<file path="src/rtl/fuzz_round_sequencer.sv">
// Round sequencer for back-to-back fuzz runs: it drives DUT reset, watches tohost and timeout, and runs the collect and reload handshakes.
// Optional stagnation/watchdog interrupt on stall_irq is built only when SEQ_STALL_IRQ_EN is defined.
module fuzz_round_sequencer #(
  parameter int unsigned     COV_W          = 30,
  parameter int unsigned     MAX_WAIT_CYCLE = 1000,
  parameter int unsigned     SCALE_SHIFT    = 19,
  parameter int unsigned     WATCHDOG_LIMIT = 50000,
  parameter longint unsigned TIMEOUT_CYCLES = 64'd2000000000,
  parameter int unsigned     RESET_HOLD     = 4
) (
  input  logic             clock,
  input  logic             reset,
  input  logic             enable,
  input  logic [63:0]      tohost,
  input  logic [COV_W-1:0] cov,
  output logic             dut_reset,
  output logic             stall_irq,
  output logic             collect_req,
  input  logic             collect_ack,
  input  logic             collect_keep,
  output logic             reload_req,
  input  logic             reload_ack,
  output logic             round_done,
  output logic [1:0]       round_status,
  output logic [63:0]      round_cycles,
  output logic [31:0]      round_count,
  output logic             halted
);

  typedef enum logic [2:0] {
    S_IDLE, S_HOLD, S_RUN, S_COLLECT, S_RELOAD, S_HALT
  } state_t;

  localparam logic [1:0] ST_NONE    = 2'd0;
  localparam logic [1:0] ST_PASS    = 2'd1;
  localparam logic [1:0] ST_TIMEOUT = 2'd2;

  localparam int unsigned         HOLD_W       = $clog2(RESET_HOLD + 1);
  localparam logic [HOLD_W-1:0]   HOLD_INIT    = HOLD_W'(RESET_HOLD);
  localparam logic [HOLD_W-1:0]   HOLD_LAST    = HOLD_W'(1);
  // The round ends on the cycle whose increment reaches TIMEOUT_CYCLES.
  localparam logic [63:0]         TIMEOUT_LAST = 64'(TIMEOUT_CYCLES - 64'd1);

  state_t            state_q, state_d;
  logic [HOLD_W-1:0] hold_q, hold_d;
  logic              end_pass, end_timeout, start_run;

  // NOTE: every signal driven here gets a default first, so no path can leave one unassigned and infer a latch.
  always_comb begin
    state_d     = state_q;
    hold_d      = hold_q;
    end_pass    = 1'b0;
    end_timeout = 1'b0;
    case (state_q)
      S_IDLE: begin
        if (enable) begin
          state_d = S_HOLD;
          hold_d  = HOLD_INIT;
        end
      end
      S_HOLD: begin
        hold_d = hold_q - HOLD_LAST;
        if (hold_q == HOLD_LAST) state_d = S_RUN;
      end
      S_RUN: begin
        if (tohost[0]) begin
          state_d  = S_COLLECT;
          end_pass = 1'b1;
        end else if (round_cycles >= TIMEOUT_LAST) begin
          state_d     = S_COLLECT;
          end_timeout = 1'b1;
        end
      end
      S_COLLECT: begin
        if (collect_ack) state_d = collect_keep ? S_RELOAD : S_HALT;
      end
      S_RELOAD: begin
        if (reload_ack) begin
          state_d = S_HOLD;
          hold_d  = HOLD_INIT;
        end
      end
      S_HALT:  state_d = S_HALT;
      default: state_d = S_IDLE;
    endcase
  end

  assign start_run = (state_q == S_HOLD) && (state_d == S_RUN);

  // NOTE: reset is synchronous and active-high, so it is tested inside the clocked block rather than in the sensitivity list.
  // NOTE: state registers use non-blocking assignments so all flops update together on the edge.
  always_ff @(posedge clock) begin
    if (reset) begin
      state_q      <= S_IDLE;
      hold_q       <= '0;
      dut_reset    <= 1'b1;
      collect_req  <= 1'b0;
      reload_req   <= 1'b0;
      halted       <= 1'b0;
      round_done   <= 1'b0;
      round_status <= ST_NONE;
      round_cycles <= '0;
      round_count  <= '0;
    end else begin
      state_q     <= state_d;
      hold_q      <= hold_d;
      // Outputs are registered from the next state so they line up with it.
      dut_reset   <= (state_d != S_RUN);
      collect_req <= (state_d == S_COLLECT);
      reload_req  <= (state_d == S_RELOAD);
      halted      <= (state_d == S_HALT);
      round_done  <= end_pass | end_timeout;
      if (start_run) begin
        round_count  <= round_count + 32'd1;
        round_cycles <= '0;
        round_status <= ST_NONE;
      end else if (state_q == S_RUN) begin
        if (round_cycles != '1) round_cycles <= round_cycles + 64'd1;
        if (end_pass)         round_status <= ST_PASS;
        else if (end_timeout) round_status <= ST_TIMEOUT;
      end
    end
  end

`ifdef SEQ_STALL_IRQ_EN
  logic [COV_W-1:0] pre_cov;
  logic [31:0]      stag_cnt, stag_nxt, wdog_cnt, wdog_nxt;
  logic [63:0]      stag_thresh;
  logic             stall_d;
  logic [63:1]      unused_tohost;

  assign unused_tohost = tohost[63:1];

  // Counters only run while the round stays in RUN; leaving RUN (pass or timeout) clears them at once.
  always_comb begin
    stag_nxt = '0;
    wdog_nxt = '0;
    if ((state_q == S_RUN) && (state_d == S_RUN)) begin
      if (cov != pre_cov)       stag_nxt = '0;
      else if (stag_cnt != '1)  stag_nxt = stag_cnt + 32'd1;
      else                      stag_nxt = stag_cnt;
      wdog_nxt = (wdog_cnt != '1) ? wdog_cnt + 32'd1 : wdog_cnt;
    end
    stag_thresh = 64'(MAX_WAIT_CYCLE) * (64'(cov >> SCALE_SHIFT) + 64'd1);
    stall_d     = (64'(stag_nxt) >= stag_thresh) || (wdog_nxt >= WATCHDOG_LIMIT);
  end

  always_ff @(posedge clock) begin
    if (reset) begin
      pre_cov   <= '0;
      stag_cnt  <= '0;
      wdog_cnt  <= '0;
      stall_irq <= 1'b0;
    end else begin
      pre_cov   <= cov;
      stag_cnt  <= stag_nxt;
      wdog_cnt  <= wdog_nxt;
      stall_irq <= stall_d;
    end
  end
`else
  logic unused_inputs;

  assign unused_inputs = ^{tohost[63:1], cov};
  assign stall_irq     = 1'b0;
`endif

endmodule
</file>
<file path="config.mk">
export PLATFORM = sky130hd
export DESIGN_NAME = fuzz_round_sequencer
export DESIGN_NICKNAME = d
export VERILOG_FILES = /design/src/rtl/fuzz_round_sequencer.sv
export SDC_FILE = /design/constraint.sdc
export NUM_CORES = 1
export LEC_CHECK = 0
export ABC_AREA = 1
export BUFFER_PORTS_ARGS = -buffer_cell sky130_fd_sc_hd__buf_2
export CAP_MARGIN = 20
export CORE_ASPECT_RATIO = 0.6
export CORE_MARGIN = 5
export CORE_UTILIZATION = 40
export CTS_CLUSTER_SIZE = 20
export DETAILED_ROUTE_END_ITERATION = 7
export GPL_TIMING_DRIVEN = 0
export PLACE_DENSITY = 0.63
export SETUP_SLACK_MARGIN = 0.4
export SYNTH_ARGS = -nofsm -noshare
export SYNTH_HDL_FRONTEND = slang
export SYNTH_SLANG_ARGS = --single-unit
</file>
<file path="constraint.sdc">
create_clock -name clock -period 4.02 [get_ports clock]
set_input_delay 0.804 -clock clock [delete_from_list [all_inputs] [get_ports clock]]
set_output_delay 0.804 -clock clock [all_outputs]
set_load 0.1 [all_outputs]
</file>
======== Word level (Yosys, flattened, before mapping) ========
Cells that the tools add are included.
storage, ports and cells
  register bits ........................... 109
  bits of input ports ..................... 100
  word-level logic and storage cells ...... 55
operators by class
  add/sub/neg operators ................... 3
  order comparisons ....................... 1
  equality and inequality tests ........... 14
  multiplexer cells ....................... 18
  bitwise gates (word level) .............. 1
  reduce and logical (&&, ||, !) cells .... 8
operators with widths
  kind                   count
  $add 64x1->64 const B  1
  $ge 64x31->1 const B   1
  $ne 64x64->1 const B   1
  $add 32x1->32 const B  1
  $mux 3                 8
  $pmux 3 s6             1
  $eq 3x2->1 const B     4
  $eq 3x3->1 const B     4
  $pmux 3 s3             1
  $eq 3x1->1 const B     2
  $mux 1                 6
  $mux 2                 2
  $ne 2x2->1 const B     2
  $reduce_and 2->1       2
  $logic_not 3->1        1
  $ne 3x2->1 const B     1
  $reduce_and 3->1       1
  $reduce_bool 3->1      1
  $sub 3x1->3 const B    1
  $reduce_bool 2->1      1
  $reduce_or 2->1        1
  $logic_and 1x1->1      1
  $or 1x1->1             1

======== Logic depth before layout (Yosys ltp) ========
Gate-level depths: netlist of the first run.
  depth in word-level cells ............... 7
  depth in mapped cells ................... 13
  depth with buffers taken out ............ 13

======== Least setup slack after synthesis of the first run ========
OpenSTA, ideal clock, no wires.
  path type ............................... flip-flop to flip-flop
  start point ............................. reg round_cycles[0]
  end point ............................... reg round_cycles[51]
  library setup time ...................... 123 ps
  data arrival time ....................... 2527 ps
  required time ........................... 3897 ps
  path slack .............................. 1370 ps
  cell stages (with the launch flop) ...... 13
  clock period less this slack ............ 2650 ps
  cell sequence ........................... dfxtp_1 ha_1 inv_2 nor2_4 nand2_4 nor2_8 nand2_4 nor2_4 nor2_4 buf_6 buf_4 nand2_1 a21oi_2
on the way
  word-level cells in the longest chain between the ends .. 7
ends and longest elaborated chain
  item                              RTL line  RTL
  start, declared                   25        output logic [63:0] round_cycles,
  start signal, assigned            118       if (round_cycles != '1) round_cycles <= round_cycles + 64'd1;
  $ge 64x31->1                      69        end else if (round_cycles >= TIMEOUT_LAST) begin
  $mux 3                            69
  $mux 3                            66        if (tohost[0]) begin
  $pmux 3 s6                        54        case (state_q)
  $eq 3x2->1                        88        assign start_run = (state_q == S_HOLD) && (state_d == S_RUN);
  $logic_and 1x1->1                 88
  $reduce_or 2->1 (no source line)  -
Several ways; a longest one is shown, not always the timed one.
A chain may end at the register's enable or synchronous reset.

======== Final worst setup path of the first run ========
  start point ............................. reg round_cycles[0]
  end point ............................... reg round_cycles[61]
Same word-level chain as after synthesis.

==> results.cfg, run 1 <==
[detailed_routing]
wl_per_cell_um = 16.29
vias = 7416
drt_iter0_drc = 725
drc = 0
first_pass_iters = 6
viasPerCell = 5.104
drt-total-wl_um = 23680
ant_nets = 0

[sta]
relSlewSlack = 0.4791
fmax_mhz = 391.8
hold_viol_final = 0
skew_ps = 8.570
setup_viol = 0
final_max_slew_viol_count = 0
grt_setup_unrepaired = no
period_minus_slack_ps = 2552
worst_slew_pin_slew_ps = 775.4
timing.final.crit_share = 0.6349
setup_tns_ps = 0

[cts]
clkSlewWorstSetupHoldPaths_ps = 80
holdBufCountCts = 0
cts_made_buffers = 9
cts.sinks = 109
post-cts-setup-buffers = 0
ctsResizeCount = 0
cts-root-buf = clkbuf_16
clkLatencyLatePin_ps = 360
cts_tree = done
cts-htree-levels = 3
max-clock-path-buffers = 2

[place]
port-buffer-count = 108
routabilityCongestion = 1.004
placed_cell_area_um2 = 7736
hpwlAfterDp_um = 19050

[cells_and_area]
multi_input_area_um2 = 4134
syn_to_final_growth_pct = 15.95
final_area_um2 = 8004
final_common_cell = nand2_1
n_fill_cell = 1884
layout_common_cells = nand2_1, nor2_1, buf_2, dfxtp_1, inv_1
antennaDiodeCount = 0
fin_nets = 1318
drive_gt1_frac = 0.1649
seq_area_um2 = 2182

[floorplanning]
die_h_um = 111.8
io_pins = 204
rows = 37
die_w_um = 179.6
die_area_um2 = 20070
start_util = 0.4052
core_area_um2 = 17040

[power]
powerDensity_nw_per_um2 = 263.5
leakage_nw = 3.181
ir_drop_v = 0.0001839

[synth]
yosysTopAreaCell = dfxtp_1
synth_fp_nets = 1199
yosysSeqAreaShare = 0.3161
synth_cell_types = 41
ys_top_cells_by_area = dfxtp_1, nand2_1, nor2_1
yosysWarningCount = 0
synth_edf_count = 0
synth.avg_cell_area_um2 = 6.304
syn_area_um2 = 6903
synthFlopType = dfxtp_1
synth_seq_cells = 109
synth_top_area_share = 0.3161
syn-instance-count = 1095
async_flop_share = 0

[hold_path]
hold_class = flip-flop to flip-flop
worst_hold_startpoint = hold_q[1]
hold_path_depth = 2
holdPathEnd = hold_q[1]

[global_routing]
track_usage = 0.2348
grt_max_degree = 18
grt_antenna_before_repair = 0
overflow = 0
grt_pass1_wl_um = 37560
grt_pass1_vias = 6756

[worst_setup_path]
r2r-start = round_cycles[0]
worstSetupStartpointType = flip-flop
critPathCaptureType = flip-flop
reg2reg_depth = 12
worstPathArrival_ps = 2800
r2r-end = round_cycles[61]
criticalPathCategory = flip-flop to flip-flop
crit_fanout = 10
r2r_setup_slack_ps = 1470
cp.required_ps = 4270

[run_status]
outcome = finished clean

[run]
maxCapViolCount = 0
-- flip-flops by register name, summed over array words and instances, names as in the netlist --
signal and flops:
round_cycles 64, round_count 32, hold_q 3, state_q 3, round_status 2, collect_req 1, dut_reset 1, halted 1
reload_req 1, round_done 1
-- how the worst max path moves through the flow --
stage          slack (ps)             from          endpoint  cells past startpoint
2_1_floorplan        1370  round_cycles[0]  round_cycles[51]                     12
3_3_place_gp         1590  round_cycles[0]  round_cycles[60]                     12
4_1_cts              1510  round_cycles[0]  round_cycles[51]                     12
6_report             1470  round_cycles[0]  round_cycles[61]                     12
3_5_place_dp         1530  round_cycles[0]  round_cycles[59]                     12
5_1_grt              1320  round_cycles[0]  round_cycles[51]                     12
-- routing by layer --
| metal | GRT usage | share of wire |
|---|---|---|
| met2 | 0.2942 | 0.35 |
| met5 | 0 | 0 |
| met3 | 0.06366 | 0.11 |
| met4 | 0.04515 | 0.012 |
| met1 | 0.3862 | 0.53 |
-- area by class of cell --
type / count / share of cell area
Clock buffer: 11 / 0.02908
Sequential cell: 109 / 0.2726
Clock inverter: 5 / 0.004377
Buffer: 28 / 0.02876
Timing Repair Buffer: 108 / 0.06753
Multi-Input combinational cell: 865 / 0.5165
Tap cell: 234 / 0.03658
Inverter: 93 / 0.04455
-- worst max-delay path, cell delays in order (launching register included) --
cell and delay, ps:
dfxtp_1 560, ha_1 500, inv_2 90, nor2_4 220, nand2_4 110, nor2_8 190
nand2_4 80, nor2_4 130, nor2_4 60, buf_6 160, buf_4 180, nand2_1 90
a21oi_1 60
-- logic make-up after synthesis --
kind of cell	Yosys count	share of synthesized area
compound gates	124	0.1048
xor+xnor	50	0.06344
fa+ha+maj	4	0.007251
buf+inv	121	0.08501
flops	109	0.3161
other cells	1	0.0005433
simple gates	686	0.4229
-- synthesized netlist by cell type (2+ instances only) --
cell type,n
buf_12,2
buf_1,2
a21oi_2,22
nand3b_1,17
nor3b_1,2
nand3_1,49
xnor2_1,24
ha_1,4
nand4_1,17
dfxtp_1,109
nor3_1,17
buf_4,2
xor2_1,26
buf_6,9
clkbuf_1,7
nand2_4,2
and2_1,5
nor2_4,3
buf_2,5
inv_1,89
a21oi_1,70
nor2_2,5
inv_2,3
nand2_2,21
o21ai_0,25
nor2_1,185
nand2_1,357
a211oi_1,2
nor4_1,2
-- where the power goes --
group | switching [mW] | leakage (nW) | total, mW | internal [mW]
registers | 0.00861 | 0.879 | 1.10 | 1.09
clock network | 0.434 | 0.130 | 0.858 | 0.423
logic | 0.113 | 2.17 | 0.154 | 0.0412
-- per-stage QoR --
step           total power [mW]  setup slack, ps  utilization  hold WS (ps)  instances
3_5_place_dp              1.276             1533       0.4541         451.1       1437
3_3_place_gp              1.275             1592       0.4541         451.3       1437
6_report                  2.109             1468       0.4698         461.5       1453
5_1_grt                   2.181             1319       0.4698         481.8       1453
2_1_floorplan             1.235             1370            -         438.9       1095
4_1_cts                   2.132             1509       0.4698         462.8       1453
Note: power is estimated with default switching activity, not from simulation.
==> run 2: changes to the inputs <==
clock period = 2.5 ns   (was 4.02 ns; I/O delays follow)
==> run 2 against run 1 <==
  * Flip-flop and latch count did not move
  * Via count barely moved
  * Sequential power rose by 60%
  * Clock power rose by 57%
  * Hold slack improved by 9.8 ps
  * Non-clock buffer count rose by 2
  * Utilization rose by 1.2 points
  * First-iteration DRC count rose by 22%
  * Clock skew fell by 2.6 ps
  * Critical path depth fell by 1
  * Setup slack got worse by 1000 ps
  * Critical endpoint unchanged
==> results.cfg, run 2 (synthesis results as in run 1) <==
[run_status]
outcome = finished clean

[cells_and_area]
antennaDiodeCount = 0
syn_to_final_growth_pct = 18.94
layout_common_cells = nand2_1, nor2_1, buf_2, inv_1, dfxtp_2
drive_gt1_frac = 0.2484
largest-register = round_cycles
fin_nets = 1320
top_regs = round_cycles x64, round_count x32
final_area_um2 = 8210
final_util = 0.4819
largest_reg_flops = 64
final_common_cell = nand2_1

[power]
ir_drop_v = 0.0002988
leakage_nw = 3.249
powerDensity_nw_per_um2 = 409.7

[worst_setup_path]
crit_fanout = 5
r2r_setup_slack_ps = 460
path_cells = nand2_1, nor2_1, nand2_1, nor2_2, nand2_1, inv_1, nand2_1, nand2_1, nand2_1, nand2_1, a21oi_1
reg2reg_depth = 11
cpMaxStageDelayCell = dfxtp_2
r2r-end = round_cycles[61]
crit_path_start = round_cycles[7]
criticalPathCategory = flip-flop to flip-flop
slowest_delay_ps = 380
cp.required_ps = 2740
r2r-start = round_cycles[7]
critPathCaptureType = flip-flop
worstSetupStartpointType = flip-flop
worstPathArrival_ps = 2280
path_common_cell = nand2_1

[sta]
skew_ps = 5.935
setup_viol = 0
timing.final.crit_share = 0.8157
worst_slew_pin_slew_ps = 579.7
setup_slack_ps = 460.8
final_max_slew_viol_count = 0
hold_viol_final = 0
period_minus_slack_ps = 2039
relSlewSlack = 0.6136
setup_tns_ps = 0
fmax_mhz = 490.4
grt_setup_unrepaired = no

[cts]
cts_tree = done
cts-root-buf = clkbuf_16
clkSlewWorstSetupHoldPaths_ps = 70
cts-htree-levels = 3
holdBufCountCts = 0
cts_made_buffers = 9
cts.sinks = 109
max-clock-path-buffers = 2
clkLatencyLatePin_ps = 350

[detailed_routing]
wl_per_cell_um = 16.25
ant_nets = 0
drc = 0
viasPerCell = 5.096
drt_iter0_drc = 888
first_pass_iters = 6
vias = 7409
drt-total-wl_um = 23630

[global_routing]
grt_antenna_before_repair = 0
track_usage = 0.2330
grt_pass1_vias = 6674
grt_pass1_wl_um = 37280
grt_max_degree = 18
overflow = 0

[hold_path]
hold_class = input port to flip-flop
holdPathEnd = round_status[1]
worst_hold_startpoint = tohost[0]
hold_path_depth = 4

[place]
pre_cts_slack_ps = 159.4
routabilityCongestion = 0.9950
placed_cell_area_um2 = 7841
hpwlAfterDp_um = 19120
port-buffer-count = 108

[floorplanning]
die_w_um = 179.6
io_pins = 204
rows = 37
start_util = 0.4052
core_area_um2 = 17040
die_area_um2 = 20070
die_h_um = 111.8

[run]
maxCapViolCount = 0
[run 2: what timing repair did]
action	in CTS	in global routing
gates cloned	0	0
endpoints found under the hold margin	0	0
setup endpoints to repair	68	83
pin swaps	0	1
resized for setup	12	16
buffers inserted	0	2
[run 2: worst max-delay path by stage]
stage                             to  slack, ps  cells past startpoint
floorplan           round_cycles[51]        400                      9
global placement     round_cycles[5]        250                     10
detailed placement  round_cycles[22]        160                     10
CTS                 round_cycles[22]        400                     10
global route         round_count[27]        390                      8
finish              round_cycles[61]        460                     11
[run 2: final cells by class]
| type | count | area (µm²) |
|---|---|---|
| fillers | 1871 | 8826 |
| multi-input cells | 865 | 4212 |
| flip-flops and latches | 109 | 2287 |
| repair buffers | 110 | 555.5 |
| inverters | 93 | 356.6 |
| well taps | 234 | 292.8 |
| plain buffers | 28 | 242.7 |
| clock buffers | 10 | 229.0 |
| clock inverters | 5 | 35.03 |
[run 2: stage by stage]
step                      std cells  hold slack, ps  power [mW]
after CTS                      1452           450.6       3.396
after detailed placement       1437           456.5       2.049
after global routing           1454           504.2       3.500
after floorplan                1095           438.9       1.984
after global placement         1437           450.6       2.048
final                          1454           471.3       3.364
[run 2: power breakdown]
group,internal (mW),switching [mW]
Clock,0.676,0.672
Sequential,1.75,0.0152
Combinational,0.0699,0.183
Total,2.49,0.870
[run 2: critical path, delay by kind of cell, from the launching register on]
kind            cells  cell delay, ps
buf+inv             1             120
simple gates        9            1360
flops               1             380
compound gates      1              60
[run 2: per-layer routing]
layer | track usage | vias to the layer above | wire, µm
met5 | 0 | - | 0
met4 | 0.03349 | 0 | 163
met3 | 0.07542 | 17 | 2757
met2 | 0.2942 | 316 | 8310
met1 | 0.3786 | 3369 | 12400
li1 | - | 3707 | -
==> run 3: changes to the inputs <==
PLACE_DENSITY = 0.66   (was 0.63)
clock period = 1.68 ns   (was 2.5 ns; I/O delays follow)
==> run 3 against run 2 <==
  * Sequential power up 41%
  * Critical path depth up 1
  * Power up 56%
  * Register-to-register slack worse by 660 ps
  * Utilization up 17 points
  * Wire length up 17%
  * Critical path type unchanged
  * The run now ends with setup timing left
  * Cell area up 36%
  * Largest cell class unchanged
  * Fmax up 8.3%
==> results.cfg, run 3 (synthesis results as in run 1) <==
[run_status]
outcome = complete, but fails checks
violations = setup timing

[cells_and_area]
fin_cells = 1536
final_area_um2 = 11130
top_regs = round_cycles x64, round_count x32
syn_to_final_growth_pct = 61.26
n_fill_cell = 1420
final_common_cell = nand2_1
largest_reg_flops = 64
seq_area_um2 = 2542
multi_input_area_um2 = 5196
final_util = 0.6534
layout_common_cells = nand2_1, nor2_1, dfxtp_4, inv_1, nand2_2
fin_nets = 1401
antennaDiodeCount = 0
drive_gt1_frac = 0.4654
largest-register = round_cycles

[cts]
clkLatencyLatePin_ps = 360
cts-htree-levels = 3
cts-root-buf = clkbuf_16
max-clock-path-buffers = 2
cts.sinks = 109
cts_tree = done
clkSlewWorstSetupHoldPaths_ps = 80
holdBufCountCts = 0
cts_made_buffers = 9

[place]
port-buffer-count = 108
hpwlAfterDp_um = 19330
routabilityCongestion = 0.9727
pre_cts_slack_ps = -672.4
dp_cells = 1437
placed_cell_area_um2 = 8237

[floorplanning]
die_h_um = 111.8
rows = 37
io_pins = 204
start_util = 0.4052
die_area_um2 = 20070
core_area_um2 = 17040
die_w_um = 179.6

[worst_setup_path]
slowest_delay_ps = 360
worstPathArrival_ps = 2160
critPathBufInv = 3
crit_fanout = 6
path_cells = ha_4, inv_4, nor2_4, nand2_4, nor2_8, nand2_4, nor2_4, nor2_4, clkbuf_16, clkbuf_16, nand2_4, a21oi_2
critPathCaptureType = flip-flop
worstSetupStartpointType = flip-flop
cpMaxStageDelayCell = dfxtp_4
criticalPathCategory = flip-flop to flip-flop
crit_family = simple AND/OR/NAND/NOR gates
cp.required_ps = 1960

[detailed_routing]
ant_nets = 0
wl_per_cell_um = 18.07
drt-total-wl_um = 27760
drc = 0
vias = 8163
viasPerCell = 5.314
first_pass_iters = 5
drt_iter0_drc = 855

[sta]
timing.final.crit_share = 1.121
final_max_slew_viol_count = 0
hold_viol_final = 0
grt_setup_unrepaired = yes
worst_slew_pin_slew_ps = 723.1
hold_slack_ps = 376.3
setup_viol = 71
setup_tns_ps = -10530
setup_slack_ps = -203.6
skew_ps = 8.018
fmax_mhz = 530.9
period_minus_slack_ps = 1884
relSlewSlack = 0.5179

[global_routing]
grt_use_met3 = 0.06301
track_usage = 0.2363
grt_pass1_vias = 6655
grt_util_met2 = 0.2967
busiest_layer = met1
met1_usage = 0.3919
grt_antenna_before_repair = 0
grt_max_degree = 21
overflow = 0
grt_pass1_wl_um = 37670

[power]
powerDensity_nw_per_um2 = 471.0
ir_drop_v = 0.0005063
leakage_nw = 4.555
finalPower_mw = 5.243

[hold_path]
hold_class = input port to flip-flop

[run]
maxCapViolCount = 0
-- run 3: changes by cell type in the layout (fill, tap and decap cells not counted), sizes merged --
cell      change
buf          +70
clkbuf        +9
inv           +4
clkinvlp      -1
-- run 3: routing by layer --
| layer | vias up | routed length (µm) |
|---|---|---|
| met5 | - | 0 |
| met4 | 0 | 406 |
| met3 | 33 | 3197 |
| met2 | 397 | 10970 |
| met1 | 3833 | 13180 |
| li1 | 3900 | - |
-- run 3: layout make-up --
| type | instances | area share |
|---|---|---|
| multi-input combinational | 865 | 0.4668 |
| sequential | 109 | 0.2284 |
| timing repair buffer | 190 | 0.1856 |
| inverter | 93 | 0.03293 |
| buffer | 28 | 0.03260 |
| tap | 234 | 0.02630 |
| clock buffer | 9 | 0.02023 |
| clock inverter | 7 | 0.005732 |
| timing repair inverter | 1 | 0.001461 |
-- run 3: path summary, 6_finish.rpt --
path | from | slack, ps | to | cells past startpoint
setup / recovery | round_cycles[1] | -200 | round_cycles[42] | 12
hold reg to reg | round_count[19] | 460 | round_count[19] | 1
hold / removal | tohost[0] | 380 | round_status[1] | 4
setup reg to reg | round_cycles[1] | -200 | round_cycles[42] | 12
-- run 3: where the power goes --
group	total [mW]	switching [mW]	internal (mW)	leakage, nW
Sequential	2.49	0.0313	2.46	0.958
Clock	2.14	1.09	1.05	0.147
Combinational	0.614	0.368	0.246	3.45
-- run 3: tightest hold or removal path, stage by stage --
cell and delay [ps]:
buf_2 90, nand2_1 130, inv_1 90, nor3_1 50
-- run 3: repair_timing --
| action | CTS | global route |
|---|---|---|
| endpoints found under the setup margin | 209 | 211 |
| gates resized for setup | 105 | 436 |
| buffers inserted | 18 | 55 |
| pin swaps | 26 | 75 |
| gates cloned | 0 | 10 |
